**src/rtl/breath_pwm_pkg.sv**
```systemverilog
// Shared constants and helpers for the breathing-LED PWM engine.
// Holds the default resolution, speed-index width and LED polarity.
package breath_pwm_pkg;

   localparam int   PWM_BITS_DEF = 8;
   localparam int   BASE_DIV_DEF = 768;
   localparam int   SPD_W        = 2;
   localparam int   SPD_MAX      = 3;
   localparam logic LED_OFF      = 1'b1;

   typedef logic [SPD_W-1:0] spd_t;

   typedef enum logic {
      RAMP_UP   = 1'b0,
      RAMP_DOWN = 1'b1
   } ramp_dir_e;

   // Carrier periods per duty step; a step can never be faster than one carrier.
   function automatic int stepDivisor(input int baseDiv, input spd_t spd);
      int div;
      div = baseDiv >> spd;
      if (div < 1) begin
         div = 1;
      end
      return div;
   endfunction

endpackage

```
**src/rtl/breath_pwm_key_edge.sv**
```systemverilog
// Registered rising-edge detector for a debounced key level.
// Emits a one-clock pulse; reset preloads the history so a held key is not an edge.
module key_edge (
   input  logic i_clk,
   input  logic i_rst,
   input  logic i_lvl,
   output logic o_rise
);

   logic r_prev;
   logic r_rise;

   always_ff @(posedge i_clk) begin
      if (i_rst) begin
         r_prev <= i_lvl;
         r_rise <= 1'b0;
      end else begin
         r_prev <= i_lvl;
         r_rise <= i_lvl & ~r_prev;
      end
   end

   assign o_rise = r_rise;

endmodule

```
**src/rtl/breath_pwm.sv**
```systemverilog
// Breathing-LED PWM engine: linear duty ramp on a fixed carrier, key-selectable
// ramp speed, and a strobe at the end of every ramp for colour-phase rotation.
module breath_pwm
   import breath_pwm_pkg::*;
#(
   parameter int PWM_BITS = PWM_BITS_DEF,
   parameter int BASE_DIV = BASE_DIV_DEF
) (
   input  logic                i_clk,
   input  logic                i_rst,
   input  logic                i_dir,
   input  logic                i_key_lvl,
   output logic                o_led_n,
   output logic                o_stt,
   output logic [SPD_W-1:0]    o_spd,
   output logic [PWM_BITS-1:0] o_duty
);

   localparam logic [PWM_BITS-1:0] MAX   = '1;
   localparam int                  PRE_W = (BASE_DIV > 1) ? $clog2(BASE_DIV) : 1;

   logic [PWM_BITS-1:0] r_cnt;
   logic [PRE_W-1:0]    r_presc;
   logic [PWM_BITS-1:0] r_idx;
   spd_t                r_spd;
   logic                r_stt;
   logic                r_led_n;
   logic [PWM_BITS-1:0] r_duty;

   logic                w_key_rise;
   logic                w_wrap;
   logic [PRE_W-1:0]    w_div_m1;
   logic                w_step;
   logic [PWM_BITS-1:0] w_idx_next;
   logic [PWM_BITS-1:0] w_duty_next;
   ramp_dir_e           w_dir;

   key_edge u_key_edge (
      .i_clk  (i_clk),
      .i_rst  (i_rst),
      .i_lvl  (i_key_lvl),
      .o_rise (w_key_rise)
   );

   // The step decision uses the divisor of the speed in force before any key edge.
   assign w_dir       = ramp_dir_e'(i_dir);
   assign w_wrap      = (r_cnt == MAX);
   assign w_div_m1    = PRE_W'(stepDivisor(BASE_DIV, r_spd) - 1);
   assign w_step      = w_wrap && (r_presc >= w_div_m1);
   assign w_idx_next  = w_step ? r_idx + 1'b1 : r_idx;
   assign w_duty_next = (w_dir == RAMP_DOWN) ? MAX - w_idx_next : w_idx_next;

   always_ff @(posedge i_clk) begin
      if (i_rst) begin
         r_cnt   <= '0;
         r_presc <= '0;
         r_idx   <= '0;
         r_spd   <= '0;
         r_stt   <= 1'b0;
      end else begin
         r_cnt <= r_cnt + 1'b1;
         if (w_key_rise) begin
            r_presc <= '0;
         end else if (w_wrap) begin
            r_presc <= w_step ? '0 : r_presc + 1'b1;
         end
         r_idx <= w_idx_next;
         r_stt <= w_step && (r_idx == MAX);
         if (w_key_rise) begin
            r_spd <= r_spd + 1'b1;
         end
      end
   end

   // Duty only moves on the carrier wrap so a PWM period is never cut short.
   always_ff @(posedge i_clk) begin
      if (i_rst) begin
         r_duty  <= (w_dir == RAMP_DOWN) ? MAX : '0;
         r_led_n <= LED_OFF;
      end else begin
         if (w_wrap) begin
            r_duty <= w_duty_next;
         end
         r_led_n <= (r_cnt < r_duty) ? ~LED_OFF : LED_OFF;
      end
   end

   assign o_led_n = r_led_n;
   assign o_stt   = r_stt;
   assign o_spd   = r_spd;
   assign o_duty  = r_duty;

endmodule
```
**config.mk**
```make
export PLATFORM = sky130hd
export DESIGN_NAME = breath_pwm
export DESIGN_NICKNAME = d
export VERILOG_FILES = /design/src/rtl/breath_pwm_pkg.sv /design/src/rtl/breath_pwm_key_edge.sv /design/src/rtl/breath_pwm.sv
export SDC_FILE = /design/constraint.sdc
export NUM_CORES = 1
export LEC_CHECK = 0
export ABC_CLOCK_PERIOD_IN_PS = 4300
export BUFFER_PORTS_ARGS = -buffer_cell sky130_fd_sc_hd__buf_4
export CAP_MARGIN = 20
export CORE_MARGIN = 2
export CORE_UTILIZATION = 60
export CTS_BUF_LIST = sky130_fd_sc_hd__clkbuf_4
export CTS_CLUSTER_SIZE = 30
export DETAILED_ROUTE_END_ITERATION = 8
export PLACE_DENSITY = 0.83
export SETUP_SLACK_MARGIN = 0.3
export SYNTH_ARGS = -nofsm -noshare
export SYNTH_HDL_FRONTEND = slang
export SYNTH_SLANG_ARGS = --single-unit
export TNS_END_PERCENT = 50
```
**constraint.sdc**
```tcl
create_clock -name i_clk -period 4.3 [get_ports i_clk]
set_input_delay 1.29 -clock i_clk [delete_from_list [all_inputs] [get_ports i_clk]]
set_output_delay 1.29 -clock i_clk [all_outputs]
set_load 0.02 [all_outputs]
```
==> flow_metrics.py <==
metrics = {
    "run_status": {
        "status": "completed",
    },
    "place": {
        "dpl.hpwl_um": 2950,
        "preCtsSetupSlack_ns": 1.41,
        "io_buffer_count": 15,
        "gp_congestion": 0.830,
    },
    "power_and_ir_drop": {
        "leakagePower_nw": 1.09,
        "totalPowerFinal_mw": 0.722,
        "power_density_mw_per_mm2": 283,
        "vdd_ir_drop_max_v": 0.000184,
    },
    "worst_hold_path": {
        "hold_class": "reg -> reg",
    },
    "clock_network": {
        "htreeDepth": 2,
        "cts_buffer_depth": 2,
        "cts_hold_buf": 0,
        "cts_tree": "done",
        "cts_buffers": 5,
        "cts_resized": 0,
        "clk_pin_slew_ns": 0.13,
        "cts-root-buf": "clkbuf_4",
        "clkLatencyLatePin_ns": 0.36,
        "cts_setup_buffers": 0,
        "clock_sinks": 40,
    },
    "synthesis": {
        "netlist_area_sq_mm": 0.00232,
        "ys_ff_latch": 40,
        "avgSynthCellArea_sq_um": 9.25,
        "yosysUniqueCellTypes": 46,
        "synth_warnings": 0,
        "synth_common_cells": "32 x dfxtp_1, 28 x nor2_1, 26 x ha_1",
        "ys.flop_type": "dfxtp_1",
        "synthXorXnorAreaFrac_pct": 7.54,
        "synthAdderAreaFrac_pct": 14.0,
        "synth-edff-count": 8,
        "synth_most_common_cell": "dfxtp_1",
        "synth_cells": 251,
        "synth_seq_area_share_pct": 37.9,
        "synth_compound_area_share_pct": 10.5,
        "yosys.area.top_type": "dfxtp_1",
        "yosys-top-cells-area": "dfxtp_1 28%, ha_1 14%, edfxtp_1 10%",
        "synth_top_family_by_area": "simple AND/OR/NAND/NOR gates",
        "async_reset_ff_share_pct": 0,
        "synth_top_area_share_pct": 27.6,
        "synth-simple-area-share_pct": 22.6,
        "synthMuxAreaShare_pct": 3.02,
    },
    "routing": {
        "wirelength_um": 4110,
        "drtAntennaViolNets": 0,
        "dr.pass1.iters": 4,
        "num_vias": 1731,
        "vias_per_cell": 5.46,
        "drcViolationCount": 0,
        "initialDrtViolationCount": 107,
        "wl_per_cell_um": 13.0,
    },
    "layout": {
        "diodes": 0,
        "fin_nets": 298,
        "fin_util_pct": 69.2,
        "area_delta_synth_final_pct": 9.86,
        "final_layout_size_suffix_gt1_share_pct": 13.8,
    },
    "setup_path": {
        "slowest_delay_ns": 0.45,
        "crit_path_end_kind": "register",
        "crit_path_cell_trace": "inv_1, ha_1, nor2_1, ha_1, a211oi_1, nor2_1, or3_4, o21ai_4, mux2_4, xor2_1",
        "cp.required_ns": 4.43,
        "crit_type": "reg -> reg",
        "crit_arrival_ns": 3.04,
        "start_kind": "register",
        "slowest_stage": "dfxtp_1",
        "worstPathMaxFanout": 17,
    },
    "sta": {
        "tns_ns": 0,
        "whs_ns": 0.415,
        "max_slew_margin_pct": 66.3,
        "fmax_ghz": 0.343,
        "tightest_slew_ns": 0.503,
        "fin_crit_sh_pct": 67.9,
        "setup-violations-final": 0,
        "grt_setup_unrepaired": "false",
        "slew_violations": 0,
        "final_hold_viol_count": 0,
        "fin_ws_ns": 1.38,
        "fin_crit_ns": 2.92,
        "clock_skew_ns": 0.0130,
    },
    "flow_run": {
        "cap_viol_max_count": 0,
    },
    "grt": {
        "gr-total-overflow": 0,
        "grt_max_degree": 38,
        "antenna_found_initial": 0,
        "grt_usage_pct": 21.0,
        "grt_pass1_wl_um": 7020,
        "grt_pass1_vias": 1554,
    },
    "floorplanning": {
        "die_w_um": 66.2,
        "io_pins": 16,
        "fp.coreArea_sq_mm": 0.00369,
        "die_y_um": 66.2,
        "die_area_sq_mm": 0.00438,
        "rows": 22,
        "start_util_pct": 63.0,
    },
}
-- critical path, delay by kind of cell, from the launching register on --
kind	cells	cell delay [ns]
compound gates	2	0.60
simple gates	3	0.57
fa+ha+maj	2	0.46
flops	1	0.45
mux	1	0.35
xor+xnor	1	0.14
buf+inv	1	0.13
-- report_power, final --
part           switching [mW]  internal [mW]
registers             0.00761          0.392
clock network           0.128          0.128
logic                  0.0376         0.0278
-- stage by stage --
| stage | std cells | instance area [sq um] |
|---|---|---|
| 3_3_place_gp | 309 | 2470 |
| 6_report | 317 | 2550 |
| 2_1_floorplan | 254 | 2330 |
| 4_1_cts | 317 | 2550 |
| 5_1_grt | 317 | 2550 |
| 3_5_place_dp | 309 | 2470 |
-- routing by layer --
layer	wire length [um]	GRT usage, %	share of wire (%)
met4	69	6.38	1.7
met5	0	0	0
met2	1940	33.8	47
met1	1900	27.8	46
met3	197	5.11	4.8
-- cell usage in the layout, fill, tap and decap left out, drive strengths merged, types with 5 or more instances in the layout --
master | synthesis | layout
ha | 26 | 26
clkbuf | 5 | 6
buf | 3 | 15
nand2 | 14 | 14
edfxtp | 8 | 8
nand3 | 12 | 12
a21oi | 8 | 8
dfxtp | 32 | 32
or3 | 8 | 8
conb | 2 | 5
xor2 | 15 | 15
o21ai | 13 | 13
xnor2 | 5 | 5
nand2b | 5 | 5
nor2 | 28 | 28
nor2b | 7 | 7
inv | 16 | 16
-- sequential cells by signal (all words and copies together) (netlist names) --
register and count:
o_stt 1, u_key_edge.o_rise 1, r_cnt 8, o_led_n 1, r_idx 8, o_spd 2, o_duty 8, u_key_edge.r_prev 1
r_presc 10
-- final cells by class --
class / count / area, sq um
Multi-Input combinational cell: 190 / 1360
Fill cell: 289 / 1140
Sequential cell: 40 / 881
Timing Repair Buffer: 15 / 113
Inverter: 16 / 60.1
Tap cell: 48 / 60.1
Clock buffer: 6 / 45.0
Clock inverter: 2 / 35.0
-- logic make-up after synthesis --
| family | after synthesis |
|---|---|
| AO/OA/AOI/OAI | 37 |
| XOR/XNOR | 20 |
| adder cells (fa/ha/maj) | 26 |
| buffers and inverters | 24 |
| flip-flops | 40 |
| multiplexers | 6 |
| other | 2 |
| AND/OR/NAND/NOR | 96 |
-- path summary, 6_finish.rpt --
path | from | endpoint | slack (ns) | cells after the start
setup reg to reg | o_spd[0]$_SDFFE_PP0P_ | o_duty[0]$_DFFE_PP_ | 1.38 | 10
setup / recovery | o_spd[0]$_SDFFE_PP0P_ | o_duty[0]$_DFFE_PP_ | 1.38 | 10
hold reg to reg | u_key_edge.r_prev$_DFF_P_ | u_key_edge.o_rise$_SDFF_PP0_ | 0.41 | 1
hold / removal | u_key_edge.r_prev$_DFF_P_ | u_key_edge.o_rise$_SDFF_PP0_ | 0.41 | 1
Power figures use the tool's default switching activity.
